`src/rtl/bf_exec_ctrl.sv`:
```
// BF CPU instruction sequencer: fetch/execute loop, I/O handshakes and bracket
// scanning over a synchronous instruction ROM with a nesting-depth counter.
module bf_exec_ctrl #(
  parameter int ADDR_W  = 12,
  parameter int DEPTH_W = 8
) (
  input  logic              clk,
  input  logic              rst,
  input  logic              run,
  output logic [ADDR_W-1:0] imem_addr,
  input  logic [7:0]        imem_data,
  input  logic              inc_dp,
  input  logic              dec_dp,
  input  logic              inc_d,
  input  logic              dec_d,
  input  logic              out_d,
  input  logic              in_d,
  input  logic              loop_start,
  input  logic              loop_end,
  input  logic              nop,
  input  logic              d_zero,
  output logic              dp_inc,
  output logic              dp_dec,
  output logic              d_inc,
  output logic              d_dec,
  output logic              d_load,
  output logic              in_req,
  input  logic              in_ack,
  output logic              out_req,
  input  logic              out_ack,
  output logic              halted,
  output logic              error
);

  localparam logic [2:0] S_FETCH    = 3'd0;
  localparam logic [2:0] S_EXEC     = 3'd1;
  localparam logic [2:0] S_SFETCH   = 3'd2;
  localparam logic [2:0] S_SCHECK   = 3'd3;
  localparam logic [2:0] S_WAIT_IN  = 3'd4;
  localparam logic [2:0] S_WAIT_OUT = 3'd5;
  localparam logic [2:0] S_HALT     = 3'd6;
  localparam logic [2:0] S_ERROR    = 3'd7;

  logic [2:0]         state_reg, state_next;
  logic [ADDR_W-1:0]  pc_reg, pc_next;
  logic [DEPTH_W-1:0] depth_reg, depth_next;
  logic               back_reg, back_next;

  logic       advance;
  logic       retreat;
  logic [2:0] adv_state;
  logic       is_zero;
  logic       exec_op;

  assign is_zero = (imem_data == 8'h00);

  always_comb begin
    state_next = state_reg;
    pc_next    = pc_reg;
    depth_next = depth_reg;
    back_next  = back_reg;
    advance    = 1'b0;
    retreat    = 1'b0;
    adv_state  = S_FETCH;
    case (state_reg)
      S_FETCH: if (run) state_next = S_EXEC;
      S_EXEC: begin
        if (is_zero) begin
          state_next = S_HALT;
        end else if (loop_start) begin
          advance = 1'b1;
          if (d_zero) begin
            back_next  = 1'b0;
            depth_next = '0;
            adv_state  = S_SFETCH;
          end
        end else if (loop_end) begin
          if (!d_zero) begin
            back_next  = 1'b1;
            depth_next = '0;
            retreat    = 1'b1;
          end else begin
            advance = 1'b1;
          end
        end else if (in_d) begin
          state_next = S_WAIT_IN;
        end else if (out_d) begin
          state_next = S_WAIT_OUT;
        end else if (inc_dp | dec_dp | inc_d | dec_d | nop) begin
          advance = 1'b1;
        end else begin
          // a non-zero byte the decoder did not classify at all
          state_next = S_ERROR;
        end
      end
      S_WAIT_IN:  if (in_ack)  advance = 1'b1;
      S_WAIT_OUT: if (out_ack) advance = 1'b1;
      S_SFETCH:   state_next = S_SCHECK;
      S_SCHECK: begin
        if (!back_reg) begin
          if (is_zero) begin
            state_next = S_ERROR;
          end else if (loop_start) begin
            if (&depth_reg) state_next = S_ERROR;
            else begin
              depth_next = depth_reg + 1'b1;
              advance    = 1'b1;
              adv_state  = S_SFETCH;
            end
          end else if (loop_end && depth_reg == '0) begin
            advance = 1'b1;
          end else begin
            if (loop_end) depth_next = depth_reg - 1'b1;
            advance   = 1'b1;
            adv_state = S_SFETCH;
          end
        end else begin
          if (loop_end) begin
            if (&depth_reg) state_next = S_ERROR;
            else begin
              depth_next = depth_reg + 1'b1;
              retreat    = 1'b1;
            end
          end else if (loop_start && depth_reg == '0) begin
            // resume on the byte just after the matching '['
            advance = 1'b1;
          end else begin
            if (loop_start) depth_next = depth_reg - 1'b1;
            retreat = 1'b1;
          end
        end
      end
      default: state_next = state_reg;
    endcase

    // pc never wraps in either direction; running off an end is fatal
    if (advance) begin
      if (&pc_reg) state_next = S_ERROR;
      else begin
        pc_next    = pc_reg + 1'b1;
        state_next = adv_state;
      end
    end else if (retreat) begin
      if (pc_reg == '0) state_next = S_ERROR;
      else begin
        pc_next    = pc_reg - 1'b1;
        state_next = S_SFETCH;
      end
    end
  end

  always_ff @(posedge clk) begin
    if (rst) begin
      state_reg <= S_FETCH;
      pc_reg    <= '0;
      depth_reg <= '0;
      back_reg  <= 1'b0;
    end else begin
      state_reg <= state_next;
      pc_reg    <= pc_next;
      depth_reg <= depth_next;
      back_reg  <= back_next;
    end
  end

  assign exec_op   = (state_reg == S_EXEC) && !is_zero;
  assign imem_addr = pc_reg;
  assign dp_inc    = exec_op & inc_dp;
  assign dp_dec    = exec_op & dec_dp;
  assign d_inc     = exec_op & inc_d;
  assign d_dec     = exec_op & dec_d;
  assign d_load    = (state_reg == S_WAIT_IN) & in_ack;
  assign in_req    = (state_reg == S_WAIT_IN);
  assign out_req   = (state_reg == S_WAIT_OUT);
  assign halted    = (state_reg == S_HALT) | ((state_reg == S_EXEC) & is_zero);
  assign error     = (state_reg == S_ERROR);

endmodule

```
`config.mk`:
```
export PLATFORM = sky130hd
export DESIGN_NAME = bf_exec_ctrl
export DESIGN_NICKNAME = d
export VERILOG_FILES = /design/src/rtl/bf_exec_ctrl.sv
export SDC_FILE = /design/constraint.sdc
export NUM_CORES = 1
export LEC_CHECK = 0
export ABC_CLOCK_PERIOD_IN_PS = 15100
export CORE_AREA = 5 5 68 70
export DETAILED_ROUTE_END_ITERATION = 7
export DIE_AREA = 0 0 73 75
export GPL_TIMING_DRIVEN = 0
export PLACE_DENSITY = 0.85
export SLEW_MARGIN = 20
export SYNTH_ARGS = -nofsm -noshare
export SYNTH_HDL_FRONTEND = slang
export SYNTH_SLANG_ARGS = --single-unit
```
`constraint.sdc`:
```
create_clock -name clk -period 15.1 [get_ports clk]
set_clock_uncertainty 0.1 [all_clocks]
set_input_delay 1.51 -clock clk [delete_from_list [all_inputs] [get_ports clk]]
set_output_delay 1.51 -clock clk [all_outputs]
set_load 0.05 [all_outputs]
```
# [Word-level counts from Yosys, hierarchy flattened]
# Cells that the tools add are included.
[word_totals] reg_bits=24 input_bits=23
[op_classes] n_addsub=4 n_eq_ne=26 mux=73 bitwise_logic=12 reduce_logical=18
[op_table] operator="two-way mux 8 bit" n=14
[op_table] operator="two-way mux 3 bit" n=19
[op_table] operator="two-way mux 12 bit" n=4
[op_table] operator="two-way mux 1 bit" n=26
[op_table] operator="!= test 4 bit, second input constant" n=5
[op_table] operator="zero test 8 bit" n=2
[op_table] operator="case mux 8 bit (2 select lines)" n=1
[op_table] operator="!= test 5 bit, second input constant" n=3
[op_table] operator="adder 12 x 1 -> 12 bit, second input constant" n=1
[op_table] operator="== test 3 bit, second input constant" n=4
[op_table] operator="zero test 12 bit" n=1
[op_table] operator="!= test 3 bit, second input constant" n=4
[op_table] operator="case mux 3 bit (4 select lines)" n=1
[op_table] operator="AND reduction 12 bit" n=1
[op_table] operator="subtractor 12 x 1 -> 12 bit, second input constant" n=1
[op_table] operator="two-way mux 2 bit" n=5
[op_table] operator="AND reduction 10 bit" n=1
[op_table] operator="adder 8 x 1 -> 8 bit, second input constant" n=1
[op_table] operator="!= test 2 bit, second input constant" n=4
[op_table] operator="AND reduction 8 bit" n=1
[op_table] operator="subtractor 8 x 1 -> 8 bit, second input constant" n=1
[op_table] operator="!= test 7 bit, second input constant" n=1
[op_table] operator="AND reduction 7 bit" n=1
[op_table] operator="AND 1 bit" n=6
[op_table] operator="16 further kinds" n=25

# [Longest topological paths before layout]
[depth] depth_word=13 depth_mapped=13

# [Least setup slack after synthesis]
# Ideal clock, no wire load.
[synth_path] kind="input-to-reg" from="in imem_data[1]" to="reg pc_reg[11], in the netlist imem_addr[11]" arrival_time_ps=5643 t_required_ps=14905 path_slack_ps=9262 path_stages=12 n_path_buf=1 path_cell_list="or4_1 clkbuf_1 o21ai_2 nor3_1 nor4_1 ha_1 a211oi_1 o21ai_0 a311oi_1 nor2_1 or4_1 o311ai_1"
[synth_via] elab_chain_len=6 word_cells_on_any_way=12
[synth_rtl] item="from (decl)" line="11" source="input logic [7:0] imem_data,"
[synth_rtl] item="zero test 8 bit (*)" line="55" source="assign is_zero = (imem_data == 8'h00);"
[synth_rtl] item="two-way mux 1 bit" line="101" source="if (is_zero) begin"
[synth_rtl] item="two-way mux 1 bit" line="100" source="if (!back_reg) begin"
[synth_rtl] item="case mux 1 bit (4 select lines)" line="65" source="case (state_reg)"
[synth_rtl] item="!= test 2 bit (no line) / nonzero test 2 bit (equally long branches)"
[synth_rtl] item="AND reduction 3 bit (no line)"
[synth_rtl] item="to (signal assigned)" line="160" source="pc_reg <= pc_next;"
[synth_rtl] item="to (decl)" line="45" source="logic [ADDR_W-1:0] pc_reg, pc_next;"
# Every way passes the cells marked *; elsewhere a longest branch is shown, timed or not.
# A chain may end at the register's enable or synchronous reset.

# [Worst setup path after layout]
# Same ends and word-level chain as after synthesis.

==> impl_metrics.toml <==
[status]
run_status = "finished, final reports clean"

[sta]
timing.final.crit_share_pct = 39.4
timing_max_transition_violations_final = 0
final_period_minus_worst_setup_slack_ns = 5.96
finalSetupViolations = 0
final-hold-violation-count = 0
rsz0062_at_grt = "false"
worst_pin_slew_ns = 0.954
tns_ns = 0
max_clock_freq_mhz = 168
relSlewSlack_pct = 36.2

[routing]
detail_route.drc_violations = 0
vias = 2268
wirelength_um = 5970
post_drt_wl_per_cell_um = 16.2
antenna_left = 0
detailedRoute.firstPassIterationCount = 4
detail_route.iter0.violations = 177
vias_per_cell = 6.15

[synth]
synth_register_bits = 24
synthesis.area_per_instance_um2 = 7.87
netlist_area_mm2 = 0.00215
syn_nets = 310
yosys_most_used_dff = "dfxtp_1"
synth-edff-count = 0
post_synthesis_instance_total = 273
ys.warnings.count = 0
async_flop_share_pct = 0
synth_seq_area_share_pct = 22.4
synth_cell_types = 66

[clock_network]
clk_pin_slew_worst_paths_ns = 0.10
clock-root-buffer = "clkbuf_8"
cts_sinks = 24
post_cts_hold_buffer_count = 0
cts_buffers = 3
cts.path.max_buffers = 2
tritoncts = "done"
ctsResizeCount = 0
cts.htree.levels = 1
clk-insertion-delay-late_ns = 0.28
cts_setup_buffers = 0

[global_routing]
met3_usage_pct = 3.20
grt_max_degree = 15
antenna_found_initial = 0
grt_pass1_wl_um = 10200
number_of_global_route_vias_before_repair = 2302
global_route.usage.met2_pct = 42.9
track_usage_pct = 22.7
globalRoute.totalOverflow = 0
grt-busiest-layer = "met2"
routing_usage_on_met1_pct = 26.9

[final_layout]
largest_reg_flops = 12
final_nets = 357
post_layout_cell_count = 369
multi_input_area_mm2 = 0.00157
stdcell_area_mm2 = 0.00271
areaGrowthSynthToFinish_pct = 25.8
fillCellCount = 342
seq_area_um2 = 480
antenna-diode-count = 0
ratio_of_cells_with_drive_above_1_in_the_final_layout_pct = 9.40
most_common_library_cell_in_the_layout_ignoring_fill_and_taps = "clkdlybuf4s50_1"
layout_common_cells = "clkdlybuf4s50_1 (41), dfxtp_1 (24), a21oi_1 (23)"

[run]
maxCapViolCount = 0

[placed_design]
detailedPlacementHpwl_um = 4440
gp_routability_congestion = 0.980
io_buffer_count = 41
post_dp_cell_area_mm2 = 0.00263
number_of_cells_after_detailed_placement = 365

[power_and_ir_drop]
total_leakage_power_nw = 0.954
p_per_area_mw_per_mm2 = 260
vdd_drop_max_uv = 175
fin_total_pwr_uw = 704

[critical_path]
worst_setup_path_start_kind = "input port"
critPathKind = "input port to flip-flop"
worst_path_most_repeated_cell = "or4_1"
worstPathArrival_ns = 6.03
crit_path_max_incr_delay_ns = 0.74
crit_path_cell_chain = "clkdlybuf4s50_1 -> or4_1 -> clkbuf_1 -> o21ai_2 -> nor3_1 -> nor4_2 -> buf_2 -> ha_1 -> a211oi_1 -> o21ai_0 -> a311oi_1 -> nor2_1 -> or4_1 -> o311ai_1"
timing.reg2reg.setup_slack_ns = 10.23
critPathCaptureType = "flip-flop"
family_with_the_most_delay_on_the_worst_path = "simple AND/OR/NAND/NOR gates"
crit_path_top_delay_cell = "nor4_2"
crit_fanout = 8
critical_path.n_buffers_inverters = 3
required_ns = 15.17

[floorplanning]
floorplan.die.height_um = 75
die_x_um = 73
fp-row-count = 23
dieArea_mm2 = 0.00548
floorplan.core_area_mm2 = 0.00391
num_io_pins = 44
floorplan.initialDensity_pct = 54.9

[hold_path]
holdCritPathClass = "flip-flop to flip-flop"
-- layer usage --
layer | wire [um] | vias up
li1 | - | 1135
met1 | 2600 | 1054
met2 | 2940 | 73
met3 | 389 | 6
met4 | 47 | 0
met5 | 0 | -
-- cell usage after synthesis (2+ instances only) --
cell type / number / area share [%]
a31oi_1: 6 / 1.7
a311oi_1: 4 / 1.6
a21boi_0: 2 / 0.70
and3_1: 3 / 0.87
o21bai_1: 3 / 1.0
or4_4: 2 / 1.0
and2_1: 8 / 2.3
nand3_1: 13 / 3.0
a22o_1: 2 / 0.82
buf_2: 3 / 0.70
clkbuf_1: 8 / 1.4
nand4_1: 5 / 1.5
dfxtp_1: 24 / 22
o22ai_1: 2 / 0.58
or3_1: 6 / 1.7
or3b_2: 2 / 0.82
o21ai_1: 7 / 1.6
nand2_1: 10 / 1.7
nand4b_1: 2 / 0.82
or4_1: 3 / 1.0
a21o_1: 4 / 1.4
or2_2: 3 / 0.87
mux2i_1: 3 / 1.4
xor2_1: 5 / 2.0
o21ai_2: 2 / 0.82
nor4_1: 7 / 2.0
nor3_1: 14 / 3.3
xnor2_1: 7 / 2.9
a21oi_1: 23 / 5.4
ha_1: 13 / 7.6
nor3b_1: 2 / 0.70
o21a_1: 5 / 1.7
o41ai_1: 2 / 0.82
o21ai_0: 9 / 2.1
nor2_1: 15 / 2.6
nand2b_1: 6 / 1.7
nor3_2: 2 / 0.93
buf_6: 3 / 1.6
o32a_1: 2 / 0.93
inv_1: 5 / 0.87
-- worst paths after layout --
check             cells past startpoint         start       endpoint
setup reg to reg                     14  depth_reg[0]  imem_addr[11]
hold / removal                        2  depth_reg[7]   depth_reg[7]
hold reg to reg                       2  depth_reg[7]   depth_reg[7]
setup / recovery                     14  imem_data[1]  imem_addr[11]
-- through the flow --
step           hold slack (ns)  util [%]  setup WS (ns)
2_1_floorplan            0.371         -           9.26
3_3_place_gp             0.405      67.0           7.94
3_5_place_dp             0.410      67.3           8.95
4_1_cts                  0.426      69.1           9.20
5_1_grt                  0.471      69.1           8.82
6_report                 0.431      69.1           9.14
-- worst register-to-register path: cells and delay by family (launching register included) --
kind / cells / cell delay (ns)
AND/OR/NAND/NOR: 5 / 1.16
AO/OA/AOI/OAI: 5 / 2.09
adder cells (fa/ha/maj): 2 / 0.57
buffers and inverters: 2 / 0.48
flip-flops: 1 / 0.37
-- where the power goes --
group	switching, mW	internal (mW)
Combinational	0.305	0.224
Clock	0.0223	0.0355
Sequential	0.0319	0.0861
-- area by class of cell --
type | count | share of cell area, %
Multi-Input combinational cell | 228 | 57.9
Sequential cell | 24 | 17.8
Timing Repair Buffer | 42 | 15.4
Buffer | 16 | 3.33
Tap cell | 50 | 2.31
Clock buffer | 3 | 1.53
Clock inverter | 1 | 1.11
Inverter | 5 | 0.694
-- kinds of logic after synthesis --
| group | count (synthesis) | synth area share [%] |
|---|---|---|
| AND/OR/NAND/NOR | 109 | 29.1 |
| multiplexers | 4 | 1.92 |
| AO/OA/AOI/OAI | 89 | 28.2 |
| flip-flops | 24 | 22.4 |
| adder cells (fa/ha/maj) | 14 | 8.50 |
| XOR/XNOR | 12 | 4.89 |
| buffers and inverters | 21 | 5.06 |
Note: power is estimated with default switching activity, not from simulation.
